$ cat src/rtl/fetch_control.sv
// Fetch/issue controller: assembles one- and two-word AVR instructions from a
// registered program ROM, issues them to execute over valid/ready, and steers
// the program counter for relative, absolute and conditional control flow.
module fetch_control #(
    parameter int unsigned PC_W = 14
) (
    input  logic            clk,
    input  logic            reset_n,
    input  logic [15:0]     instruction,
    input  logic [PC_W-1:0] program_counter,
    output logic            PC_inc,
    output logic            PC_overwrite,
    output logic [PC_W-1:0] PC_new,
    input  logic [7:0]      sreg,
    input  logic            ex_ready,
    input  logic            ex_redirect,
    input  logic [PC_W-1:0] ex_target,
    input  logic            ex_skip,
    output logic            ir_valid,
    output logic [15:0]     ir_word,
    output logic [15:0]     ir_ext,
    output logic [PC_W-1:0] ir_pc,
    output logic            ir_two
);

    localparam int unsigned IW = 16;

    typedef enum logic [2:0] {
        S_WAIT   = 3'd0,
        S_DECODE = 3'd1,
        S_WAIT2  = 3'd2,
        S_EXT    = 3'd3,
        S_ISSUE  = 3'd4
    } state_e;

    state_e          state_q;
    logic            skip_pending_q;
    logic            ir_valid_q;
    logic            ir_two_q;
    logic [IW-1:0]   ir_word_q;
    logic [IW-1:0]   ir_ext_q;
    logic [PC_W-1:0] ir_pc_q;

    logic            in_jmp_call_c;
    logic            in_lds_sts_c;
    logic            in_two_word_c;

    logic            is_rjmp_c;
    logic            is_branch_c;
    logic            is_jmp_call_c;
    logic            br_taken_c;
    logic            handshake_c;
    logic [PC_W-1:0] pc_plus1_c;
    logic [PC_W-1:0] rel12_tgt_c;
    logic [PC_W-1:0] rel7_tgt_c;
    logic [PC_W-1:0] abs_tgt_c;

    logic            pc_inc_c;
    logic            pc_overwrite_c;
    logic [PC_W-1:0] pc_new_c;

    // Classify the word arriving from program memory as one- or two-word
    always_comb begin
        in_jmp_call_c = (instruction[15:9] == 7'b1001010) && (instruction[3:2] == 2'b11);
        in_lds_sts_c  = ((instruction[15:9] == 7'b1001000) || (instruction[15:9] == 7'b1001001))
                        && (instruction[3:0] == 4'b0000);
        in_two_word_c = in_jmp_call_c || in_lds_sts_c;
    end

    // Control-flow decode and target arithmetic for the instruction being issued
    always_comb begin
        is_rjmp_c     = (ir_word_q[15:13] == 3'b110);
        is_branch_c   = (ir_word_q[15:11] == 5'b11110);
        is_jmp_call_c = (ir_word_q[15:9] == 7'b1001010) && (ir_word_q[3:2] == 2'b11);
        // BRBS (b=0) is taken on a set flag, BRBC (b=1) on a clear flag
        br_taken_c    = (sreg[ir_word_q[2:0]] != ir_word_q[10]);
        pc_plus1_c    = ir_pc_q + PC_W'(1);
        rel12_tgt_c   = pc_plus1_c + PC_W'($signed(ir_word_q[11:0]));
        rel7_tgt_c    = pc_plus1_c + PC_W'($signed(ir_word_q[9:3]));
        abs_tgt_c     = PC_W'(ir_ext_q);
        // A redirect in the same cycle cancels the handshake
        handshake_c   = ir_valid_q && ex_ready && !ex_redirect;
    end

    // Program-counter requests towards program memory
    always_comb begin
        pc_inc_c       = 1'b0;
        pc_overwrite_c = 1'b0;
        pc_new_c       = '0;
        unique case (state_q)
            S_DECODE: begin
                if (in_two_word_c || skip_pending_q) begin
                    pc_inc_c = 1'b1;
                end
            end
            S_EXT: begin
                if (skip_pending_q) begin
                    pc_inc_c = 1'b1;
                end
            end
            S_ISSUE: begin
                if (handshake_c) begin
                    if (is_rjmp_c) begin
                        pc_overwrite_c = 1'b1;
                        pc_new_c       = rel12_tgt_c;
                    end else if (is_branch_c && br_taken_c) begin
                        pc_overwrite_c = 1'b1;
                        pc_new_c       = rel7_tgt_c;
                    end else if (is_jmp_call_c) begin
                        pc_overwrite_c = 1'b1;
                        pc_new_c       = abs_tgt_c;
                    end else begin
                        // LDS/STS land here too: the PC already sits on their second word
                        pc_inc_c = 1'b1;
                    end
                end
            end
            default: begin
            end
        endcase
        if (ex_redirect) begin
            pc_inc_c       = 1'b0;
            pc_overwrite_c = 1'b1;
            pc_new_c       = ex_target;
        end
        // Requests vanish the moment reset asserts, even between clock edges
        if (!reset_n) begin
            pc_inc_c       = 1'b0;
            pc_overwrite_c = 1'b0;
            pc_new_c       = '0;
        end
    end

    // Fetch FSM with the registered instruction hand-off to execute
    always_ff @(posedge clk or negedge reset_n) begin
        if (!reset_n) begin
            state_q        <= S_WAIT;
            skip_pending_q <= 1'b0;
            ir_valid_q     <= 1'b0;
            ir_two_q       <= 1'b0;
            ir_word_q      <= '0;
            ir_ext_q       <= '0;
            ir_pc_q        <= '0;
        end else begin
            unique case (state_q)
                S_WAIT: begin
                    state_q <= S_DECODE;
                end
                S_DECODE: begin
                    ir_word_q <= instruction;
                    ir_pc_q   <= program_counter;
                    ir_ext_q  <= '0;
                    if (in_two_word_c) begin
                        ir_two_q <= 1'b1;
                        state_q  <= S_WAIT2;
                    end else begin
                        ir_two_q <= 1'b0;
                        if (skip_pending_q) begin
                            skip_pending_q <= 1'b0;
                            state_q        <= S_WAIT;
                        end else begin
                            ir_valid_q <= 1'b1;
                            state_q    <= S_ISSUE;
                        end
                    end
                end
                S_WAIT2: begin
                    state_q <= S_EXT;
                end
                S_EXT: begin
                    ir_ext_q <= instruction;
                    if (skip_pending_q) begin
                        skip_pending_q <= 1'b0;
                        state_q        <= S_WAIT;
                    end else begin
                        ir_valid_q <= 1'b1;
                        state_q    <= S_ISSUE;
                    end
                end
                S_ISSUE: begin
                    if (ex_ready) begin
                        ir_valid_q <= 1'b0;
                        state_q    <= S_WAIT;
                    end
                end
                default: begin
                    ir_valid_q <= 1'b0;
                    state_q    <= S_WAIT;
                end
            endcase
            // A new skip request outranks the consumption of an older one
            if (ex_skip) begin
                skip_pending_q <= 1'b1;
            end
            // Redirect outranks everything, including a coincident skip
            if (ex_redirect) begin
                skip_pending_q <= 1'b0;
                ir_valid_q     <= 1'b0;
                state_q        <= S_WAIT;
            end
        end
    end

    assign PC_inc       = pc_inc_c;
    assign PC_overwrite = pc_overwrite_c;
    assign PC_new       = pc_new_c;
    assign ir_valid     = ir_valid_q;
    assign ir_word      = ir_word_q;
    assign ir_ext       = ir_ext_q;
    assign ir_pc        = ir_pc_q;
    assign ir_two       = ir_two_q;

endmodule

$ cat config.mk
export PLATFORM = sky130hd
export DESIGN_NAME = fetch_control
export DESIGN_NICKNAME = d
export VERILOG_FILES = /design/src/rtl/fetch_control.sv
export SDC_FILE = /design/constraint.sdc
export NUM_CORES = 1
export LEC_CHECK = 0
export CAP_MARGIN = 25
export CORE_AREA = 2 2 131 133
export CTS_CLUSTER_DIAMETER = 60
export DETAILED_ROUTE_END_ITERATION = 8
export DIE_AREA = 0 0 133 135
export PLACE_DENSITY = 0.46
export SYNTH_ARGS = -nofsm -noshare
export SYNTH_HDL_FRONTEND = slang
export SYNTH_SLANG_ARGS = --single-unit
$ cat constraint.sdc
create_clock -name clk -period 9.61 [get_ports clk]
set_clock_uncertainty 0.05 [all_clocks]
set_input_delay 1.4415 -clock clk [delete_from_list [all_inputs] [get_ports clk]]
set_output_delay 1.4415 -clock clk [all_outputs]
set_load 0.01 [all_outputs]
==> results.md, run 1 <==
- The run finished with clean final reports.
- Counting I/O delays and the setup requirement, the final critical path takes 5.78 ns.
- The highest layer touched by signal routing is met4.
- The worst-case clock buffer depth is 2.
- Setup repair after global routing left no endpoint under its margin.
- The maximum vdd ir drop is 82.0 uV.
- The library cell used most frequently in the layout, excluding fill and tap cells, is clkdlybuf4s50_1.
- The core region area is 0.0164 mm2.
- After detailed routing, the number of remaining DRC violations is 0.
- The clock slew seen by the registers of the worst setup and hold paths is 0.07 ns.
- The count of vias placed by the detailed router is 3,826.
- The number of hold-slack violations in the final timing report is 0.
- The end point of the most critical hold path is ir_ext[14].
- The fraction of final layout cells sized beyond drive strength 1 is 9.38%.
- The all-layer global routing usage is 15.5%.
- The final design area excluding fillers is 0.00563 mm2.
- Based on the critical path, the design can be clocked at up to 173 MHz.
- Of the synthesized area, sequential elements account for 32.0%.
- In the final routed layout, each cell accounts on average for 17.3 um.
- In this run the critical register-to-register path is captured at ir_valid.
- The total power divided by cell area is 213 mW/mm2.
- The reported max-cap violation count is 0.
- The critical path in this run is classified as in2out.
- Once placement finished, the instance area stood at 0.00548 mm2.
- For the pin with the worst max-slew slack, the measured transition is 0.932 ns.
- The synthesized design contains 52 register bits.
- The initial antenna violation count was 0.
- The area of the mapped netlist is 0.00406 mm2.
- The top cell types in the final layout, fill and taps aside, are clkdlybuf4s50_1 (119), nand2_1 (71), dfrtp_1 (52).
- The die covers 0.0180 mm2.
- Setup violations remaining at the end of the flow were counted as 0.
- In this run the worst path has a maximum fanout of 18.
- Setup slack on the worst reg-to-reg path comes out at 7.51 ns.
- The average vias per placed instance is 4.81.
- During I/O placement, the number of pins put on the boundary was 121.
- The net count of the finished layout is 661.
- Buffers inserted to repair hold after CTS numbered 0.
- The floorplan step set the die height to 135 um.
- Measured along the x axis, the die boundary spans 133 um.
- After layout, the worst setup slack is 3.83 ns.
- Of the available clock period, the critical path in the final layout requires 60.2%.
- The number of resized instances in the post-cts repair step is 0.
- The via count of the first global-routing pass came to 3,844.
- The clock network latency to the later pin of the worst-skew pair is 0.30 ns.
- The routed design uses 6.59 mm of met2 wire.
- The count of synthesis-stage warnings from yosys is 0.
- The TritonCTS buffer count is 5.
- Summed over all layers, the global routing overflow is 0.
- The worst endpoint data arrival time is 4.29 ns.
- The area growth from synthesis to layout is 38.5%.
- After synthesis, the share of flip-flops with an asynchronous set or reset is 100%.
- The synthesized design contains 0 enable-type register cells.
- The required time at the endpoint of the critical path is 8.12 ns.
- The count of cells along the worst hold path is 2.
- The detailed-route wire length is 13.7 mm.
- For this configuration, the core starts out at a cell density of 24.8%.
- The congestion estimate from routability-driven global placement came to 0.814.
- The critical path's slowest cell is clkdlybuf4s50_1.
- TritonCTS built the clock tree.
- Before antenna repair, the detailed router went through 4 iterations.
- Timing analysis after detailed placement gives a worst setup slack of 3.80 ns.
- Measured against its own limit, the worst slew margin works out to 37.4%.
- The worst flop-to-flop path startpoint is state_q[2].
- The delay of the slowest critical-path stage is 0.60 ns.
- STA classifies the critical path startpoint as a primary input.
- The kind of end point of the critical path is a primary output.
- After detailed routing, the wire length on met1 is 6.35 mm.
- The root buffer cell is clkbuf_16.
- The detailed router finished its first iteration with 139 violations.
- The detailed-routed wire length on met3 is 630 um.
- Entering global routing, the biggest net connects 57 pins.
- The placement row count is 47.
- The final number of max-transition violations is 0.
- The count of mapped cells out of synthesis is 462.
- The clock sink count is 52.
- Buffers added to address setup during post-CTS repair amount to 0.
- Adding up every negative setup slack in the final design gives 0 ns.
- The global-route wire length before repair is 21.6 mm.
- The synthesized netlist net count is 548.
- The H-tree depth reported by CTS is 2.
- The startpoint identified for the worst hold timing path is ir_ext[14].
- The number of buffer cells added on primary ports is 120.
- The total inserted antenna cells is 0.
- The most frequent cell on the critical path is clkdlybuf4s50_1.
- Walking the worst path, the cells encountered are clkdlybuf4s50_1 -> mux4_1 -> mux2i_1 -> mux2_4 -> nor3_2 -> a21oi_1 -> a2111oi_2 -> clkdlybuf4s50_1.
- The total leakage power is 0.00219 uW.
- The worst hold path belongs to the class reg2reg.
- The commonest register cell after synthesis is dfrtp_1.
- The final total power is 1200 uW.
- The tightest hold path in the finished design has a slack of 0.447 ns.
- The unique cell type count in the Yosys netlist is 63.
- The number of nets with antenna violations after detailed routing is 0.
- The HPWL after detailed placement is 10.7 mm.
- A synthesized cell averages 8.80 um2.
- The count of cells along the worst register-to-register path is 8.
## worst max path at each step
stage               startpoint     end  slack [ns]  cells past startpoint
finish                 sreg[5]  PC_inc        3.83                      8
global route           sreg[5]  PC_inc        3.68                      8
CTS                    sreg[5]  PC_inc        3.80                      8
detailed placement     sreg[5]  PC_inc        3.80                      8
global placement       sreg[5]  PC_inc        3.87                      8
floorplan              sreg[5]  PC_inc        4.95                      6
## flip-flops by register name (all words and copies together) (netlist names)
register,flops
ir_word,16
ir_valid,1
ir_two,1
ir_ext,16
state_q,3
ir_pc,14
skip_pending_q,1
## per-layer routing
layer / vias to the layer above / track usage, %
met2: 85 / 26.3
li1: 1927 / -
met4: 0 / 3.88
met3: 8 / 2.52
met1: 1806 / 20.8
met5: - / 0
## power by group
part	total [uW]	leakage, uW	internal [uW]	switching (uW)
combinational	695	0.00146	330	365
clock	188	0.0000742	97.8	90.5
sequential	313	0.000657	252	61.2
total	1200	0.00219	680	517
## synthesized netlist by cell type (3+ instances only)
master	instances	share of area, %
xnor2_1	19	4.1
mux2_2	25	6.9
nor2_1	34	3.1
nand2_1	71	6.6
o2111ai_1	3	0.65
buf_2	4	0.49
a31oi_1	3	0.46
a21o_1	5	0.92
dfrtp_1	52	32
o21ai_1	3	0.37
and3_1	6	0.92
o21ai_0	40	4.9
xor2_1	5	1.1
a21oi_1	28	3.4
nand4_1	10	1.5
o21a_1	6	1.1
a222oi_1	7	1.7
nand3_1	12	1.5
o21bai_1	4	0.74
inv_1	13	1.2
or2_2	3	0.46
nor3_1	9	1.1
or3_1	4	0.62
o31ai_1	4	0.74
ha_1	27	8.3
o41ai_1	3	0.65
clkbuf_1	11	1.0
and2_1	3	0.46
nor2b_1	3	0.46
## metrics by stage
stage	utilization (%)	std cells
final	34.3	796
after global routing	34.3	796
after CTS	34.3	796
after detailed placement	33.4	788
after global placement	33.4	788
after floorplan	-	462
## worst max-delay path: cells and delay by family
kind                   cells  cell delay [ns]
muxes                      3             1.19
buffers and inverters      2             0.99
AOI/OAI and AO/OA          2             0.44
and+or+nand+nor            1             0.22
## layout make-up
type,count,area [um2]
fillers,1667,10800
multi-input cells,379,2630
flip-flops and latches,52,1300
repair buffers,123,1220
well taps,220,275
clock buffers,5,125
inverters,14,52.6
clock inverters,3,22.5
## kinds of logic (layout without fill, tap and decap cells)
| group | count (synthesis) | in the layout | synth area share (%) |
|---|---|---|---|
| buffers and inverters | 31 | 145 | 3.17 |
| multiplexers | 30 | 30 | 9.08 |
| XOR/XNOR | 26 | 26 | 6.28 |
| AND/OR/NAND/NOR | 167 | 167 | 19.5 |
| adder cells (fa/ha/maj) | 29 | 29 | 9.30 |
| AO/OA/AOI/OAI | 127 | 127 | 20.7 |
| flip-flops | 52 | 52 | 32.0 |
No activity file was read; power rests on OpenSTA's default activity.
==> inputs of run 2 (changes only) <==
- clock period: 9.61 -> 5.6 ns (I/O delays scaled with it)
==> run 2 against run 1 <==
  * Via count is 2.8% higher
  * Cell count is 0.13% higher
  * Setup slack worse by 3.2 ns
  * Flip-flop and latch count stayed put
  * Wire length is 3.4% higher
  * Critical path depth is 6 higher
  * Clock power is 70% higher
  * Sequential share of layout area hardly changed
  * Cell area hardly changed
  * Register-to-register slack worse by 4.4 ns
  * Combinational power is 73% higher
  * Largest power group unchanged
==> results.md, run 2 (synthesized netlist as in run 1, its figures left out) <==
- The run finished with clean final reports.
- In this run the vertical extent of the chip is 135 um.
- The all-layer global routing usage is 15.8%.
- At the later pin of the worst-skew pair, clock insertion delay measures 0.30 ns.
- For this run, the post-layout net count is 662.
- After clock tree synthesis, the flow added hold-fix buffers numbering 0.
- The share of the core filled with cells is 34.3%.
- The H-tree depth reported by CTS is 2.
- The placement row count is 47.
- The number of resized instances in the post-cts repair step is 0.
- The global-route wire length before repair is 22.0 mm.
- Across the VDD grid, the largest voltage drop is 141 uV.
- The first TritonRoute pass finished after 6 iterations.
- The clock group share of total power is 15.5%.
- The minimum clock period is 5.00 ns.
- The tree is rooted in a clkbuf_16.
- Dividing the final minimum period by the clock period gives 89.3%.
- The initial antenna violation count is 0.
- The TritonCTS buffer count is 5.
- The kind of start point of the critical path is a flop.
- In this run the remaining antenna-violating nets after routing total 0.
- In this run the tightest slew margin relative to its limit is 34.2%.
- The number of top-level pins is 121.
- In this run the horizontal extent of the chip is 133 um.
- The via count of the first global-routing pass came to 3,855.
- The total power divided by cell area is 365 mW/mm2.
- Net switching is 43.2% of the power.
- Together, buffers and inverters on the worst path number 1.
- Setup violations remaining at the end of the flow were counted as 0.
- At the end of routability-driven placement, the weighted congestion stood at 0.814.
- The clock tree from TritonCTS is done.
- In the routed design, unresolved DRC markers number 0.
- Clock-pin slew was measured on the worst setup and hold paths at 0.07 ns.
- Based on the critical path, the design can be clocked at up to 200 MHz.
- Detailed routing inserted a total of 3,935 vias.
- Setup repair after global routing left no endpoint under its margin.
- In this run the worst hold path is classified as in2async.
- The HPWL after detailed placement is 11.1 mm.
- The longest clock path from root to sink contains 2 buffers.
- The critical path goes through and3_1 -> and2_1 -> and3_1 -> nand2_1 -> xnor2_1 -> ha_1 -> nand4_1 -> or4_1 -> nand2_1 -> o21ai_0 -> xnor2_1 -> a221oi_1 -> o31ai_1 -> clkdlybuf4s50_1.
- Once the clock tree was built, the setup fixing pass inserted 0 buffers.
- The setup TNS is 0 ns.
- The average vias per placed instance is 4.94.
- The reported max-cap violation count is 0.
- For this design the static power due to leakage is 0.00219 uW.
- The worst setup path is of the reg2out kind.
- The total inserted antenna cells is 0.
- The post-placement worst setup slack is 0.936 ns.
- The worst setup path is captured at a primary output.
- In the layout the commonest cells are clkdlybuf4s50_1 (119), nand2_1 (71), dfrtp_1 (52).
- Once the floorplan was initialized, standard cells occupied 24.8% of the core.
- The final number of max-transition violations came to 0.
- Of all nets on the critical path, the largest fanout is 7.
- The worst endpoint data arrival time is 4.11 ns.
- In the final routed layout, each cell accounts on average for 17.8 um.
- The detailed-route wire length is 14.2 mm.
- The required time at the endpoint of the critical path is 4.71 ns.
- The combinational group share of total power is 58.3%.
- The pin count of the biggest net entering global routing is 48.
- The DRC marker count from the first detailed-route iteration is 213.
- The tightest hold margin is 0.364 ns.
- The total overflow reported by the global router is 0.
- The fraction of power consumed by sequential logic is 26.2%.
- In this run the tool buffered the top-level ports with 120 buffer cells.
- The cell family with the largest share of critical-path delay is simple AND/OR/NAND/NOR gates.
- The library cell used most frequently in the layout, excluding fill and tap cells, is clkdlybuf4s50_1.
- Internal power comes to 1170 uW.
- Of the cells placed in the final design, the portion with a size suffix greater than 1 is 9.36%.
- The final total power is 2060 uW.
- The delay of the slowest critical-path stage is 0.58 ns.
- Once routing completed, OpenROAD measured the worst setup slack at 0.598 ns.
- From synthesis to final layout, the design area changed by 38.6%.
- In this run the standard cell core region covers 0.0164 mm2.
- The floorplan step defined a die boundary enclosing 0.0180 mm2.
- The critical path's slowest cell is clkdlybuf4s50_1.
- The clock sink count is 52.
- For the pin with the worst max-slew slack, the measured transition is 0.979 ns.
- The net switching power is 887 uW.
- The number of hold-slack violations in the final timing report is 0.
## run 2: cell types whose count changed in the layout (fill, tap and decap cells not counted), sizes merged
| cell | delta |
|---|---|
| buf | +1 |
| clkinvlp | +1 |
| clkbuf | +1 |
| inv | -1 |
| clkinv | -1 |
## run 2: worst register-to-register path, delay by kind of cell (launching register included)
kind / cells / cell delay, ns
buffers and inverters: 2 / 0.81
and+or+nand+nor: 3 / 0.67
DFF: 1 / 0.45
AOI/OAI and AO/OA: 3 / 0.45
## run 2: power by group through the flow
stage / Combinational, uW / Clock [uW] / Sequential (uW)
after global placement: 1190 / 0 / 548
after CTS: 1200 / 334 / 540
after global routing: 1310 / 348 / 554
after detailed placement: 1190 / 0 / 546
final: 1200 / 319 / 538
after floorplan: 782 / 0 / 539
## run 2: path summary, 6_finish.rpt
kind                             from          to  slack [ns]  cells after the start
hold / removal                reset_n  state_q[0]        0.36                      1
min in group clk           ir_ext[15]  ir_ext[15]        0.46                      2
hold reg to reg            ir_ext[15]  ir_ext[15]        0.46                      2
setup reg to reg           state_q[2]    ir_valid        3.07                      8
max in group asynchronous     reset_n  ir_word[8]        4.22                      2
setup / recovery             ir_pc[2]  PC_new[11]        0.60                     14
## run 2: layout make-up
cell class                 count  area [um2]
timing repair buffer         124        1230
clock buffer                   6         129
tap                          220         275
inverter                      14        52.6
sequential                    52        1300
clock inverter                 2        16.3
multi-input combinational    379        2630
fill                        1685       10800
## run 2: stage by stage
stage	cells	cell area [um2]
6_report	797	5630
5_1_grt	797	5630
4_1_cts	797	5630
3_5_place_dp	789	5490
3_3_place_gp	789	5490
2_1_floorplan	462	4060
## run 2: per-layer routing
| metal | wire length [um] | up-vias | share of wire, % | track usage, % |
|---|---|---|---|---|
| met5 | 0 | - | 0 | 0 |
| met4 | 186 | 0 | 1.3 | 3.70 |
| met3 | 452 | 12 | 3.2 | 2.67 |
| met2 | 6910 | 78 | 49 | 27.1 |
| met1 | 6660 | 1912 | 47 | 20.9 |
| li1 | - | 1933 | - | - |
==> inputs of run 3 (changes only) <==
- TNS_END_PERCENT: not set -> 10
- clock period: 5.6 -> 5.8 ns (I/O delays scaled with it)
==> run 3 against run 2 <==
  * Flip-flop and latch count unchanged
  * Critical endpoint unchanged
  * Cell area grew 0.40%
  * Setup slack better by 0.17 ns
==> results.md, run 3 (synthesized netlist as in run 1, its figures left out) <==
- The final design area excluding fillers is 0.00566 mm2.
- The remaining routing DRC violations is 0.
- The cell family with the largest share of critical-path delay is simple AND/OR/NAND/NOR gates.
- The setup TNS is 0 ns.
- In this run the static leakage power is 0.00220 uW.
- The count of buffers added on input and output ports is 120.
- The critical path goes through and3_1 -> and2_1 -> and3_1 -> nand2_1 -> xnor2_1 -> ha_1 -> nand4_1 -> or4_1 -> nand2_1 -> o21ai_0 -> xnor2_1 -> a221oi_1 -> o31ai_1 -> clkdlybuf4s50_1.
- After floorplanning, the core was sized to cover 0.0164 mm2.
- Once layout is complete, the cells apart from fillers number 797.
- The repair_antennas step left the layout with diodes totalling 0.
- Leaving out fill and tap cells, the most frequent cell in the layout is clkdlybuf4s50_1.
- Max-cap violations in this run came to 0.
- The floorplan step set the die width to 133 um.
- IR analysis of the VDD net gives a maximum drop of 124 uV.
- The worst min-delay path category is reg2reg.
- The worst-case clock buffer depth is 2.
- In the routed layout, each cell is associated on average with a via count of 4.91.
- Of all nets on the critical path, the largest fanout is 7.
- In this run the tightest slew margin relative to its limit is 38.7%.
- Measured along the y axis, the die boundary spans 135 um.
- The number of resized instances in the post-cts repair step is 0.
- The area growth from synthesis to layout is 39.2%.
- The number of placed cells counting well taps is 789.
- The number of setup buffers added after CTS is 0.
- The worst path meets setup with 0.769 ns of slack.
- For this design, the slowest cell found on the critical path is clkdlybuf4s50_1.
- The placed instances occupy a cell area of 0.00549 mm2.
- At the end of routability-driven placement, the weighted congestion stood at 0.797.
- The placement row count is 47.
- The root buffer cell chosen for the clock tree is clkbuf_16.
- The minimum clock period is 5.03 ns.
- Once the floorplan was initialized, standard cells occupied 24.8% of the core.
- The count of vias placed by the detailed router is 3,915.
- The tree built by TritonCTS fans out to 52 sinks.
- The number of nets with antenna violations after detailed routing is 0.
- The part of the cycle the worst path needs is 86.7%.
- For this block, the initial DRC count from the detailed router was 185.
- The floorplan step defined a die boundary enclosing 0.0180 mm2.
- The first global-routing pass estimated 22.1 mm of wire.
- In the layout the commonest cells are clkdlybuf4s50_1 (119), nand2_1 (71), dfrtp_1 (52).
- STA puts the critical path data arrival time at 4.11 ns.
- The share of the core filled with cells is 34.5%.
- In the final routed layout, each cell accounts on average for 17.6 um.
- The H-tree depth reported by CTS is 2.
- The first detailed-routing pass ran for 4 iterations.
- The fraction of final layout cells sized beyond drive strength 1 is 9.36%.
- For this run, the total global-route usage over all layers was measured as 15.9%.
- STA classifies the critical path startpoint as a flop.
- Derived from the worst setup path, the maximum achievable clock frequency is 199 MHz.
- The number of hold buffers added after CTS is 0.
- The run finished with clean final reports.
- The pin count of the biggest net entering global routing is 38.
- Clock-pin slew was measured on the worst setup and hold paths at 0.07 ns.
- The kind of end point of the critical path is a primary output.
- The final number of max-transition violations was 0.
- Summed over all nets, the half-perimeter wirelength after detailed placement is 11.1 mm.
- The via count of the first global-routing pass was 3,891.
- TritonCTS built the clock tree.
- Power spread over the standard cell area amounts to 359 mW/mm2.
- The path type of the worst setup path is reg2out.
- The number of hold-slack violations in the final timing report was 0.
- The TritonCTS buffer count is 5.
- After filler insertion, the fill cell instance count of the layout stands at 1,697.
- At the pin with the least slew margin, the transition time is 0.912 ns.
- The delay of the slowest critical-path stage is 0.58 ns.
- The later pin in the worst-skew pair is clocked with a latency of 0.31 ns.
- After global routing the overflow that remains totals 0.
- Setup repair after global routing left no endpoint under its margin.
- The number of top-level pins is 121.
- After the last flow step, the layout net total stands at 662.
- The post-placement worst setup slack is 1.09 ns.
- Data on the critical path is required at its endpoint by 4.88 ns.
- The detailed-route wire length is 14.1 mm.
- The number of buffers and inverters on the critical path is 1.
- The initial antenna violation count is 0.
- The final number of setup-violating endpoints is 0.
[run 3: metrics by stage]
step	hold slack [ns]	power, uW
3_5_place_dp	0.432	1680
6_report	0.445	2030
3_3_place_gp	0.423	1680
5_1_grt	0.472	2190
4_1_cts	0.450	2050
2_1_floorplan	0.423	1280
[run 3: area by class of cell]
cell class | count | area [um2] | share of cell area (%)
clock buffer | 6 | 129 | 2.28
clock inverter | 2 | 38.8 | 0.686
inverter | 14 | 52.6 | 0.929
multi-input combinational | 379 | 2630 | 46.6
sequential | 52 | 1300 | 23.0
tap | 220 | 275 | 4.87
timing repair buffer | 124 | 1230 | 21.7
[run 3: final timing paths]
kind                       slack (ns)  cells past startpoint    endpoint        from
hold reg to reg                  0.44                      2  ir_ext[14]  ir_ext[14]
max in group asynchronous        4.35                      2    ir_pc[6]     reset_n
hold / removal                   0.44                      2  ir_ext[14]  ir_ext[14]
min in group asynchronous        0.47                      1      ir_two     reset_n
setup / recovery                 0.77                     14  PC_new[11]    ir_pc[2]
setup reg to reg                 3.55                      7    ir_valid  state_q[2]
[run 3: where the power goes]
part	switching, uW	total [uW]	internal [uW]
combinational	604	1150	547
clock	150	356	206
sequential	104	522	418
[run 3: per-layer routing]
metal	global-route usage, %	vias up	wire, um
met5	0	-	0
met4	3.88	0	161
met3	2.44	9	473
met2	27.0	68	6770
met1	21.1	1909	6650
li1	-	1929	-
[run 3: tightest hold or removal path, delay by kind of cell (launching register included)]
family           cells  cell delay, ns
flip-flops           1            0.35
AO/OA/AOI/OAI        1            0.06
AND/OR/NAND/NOR      1            0.05
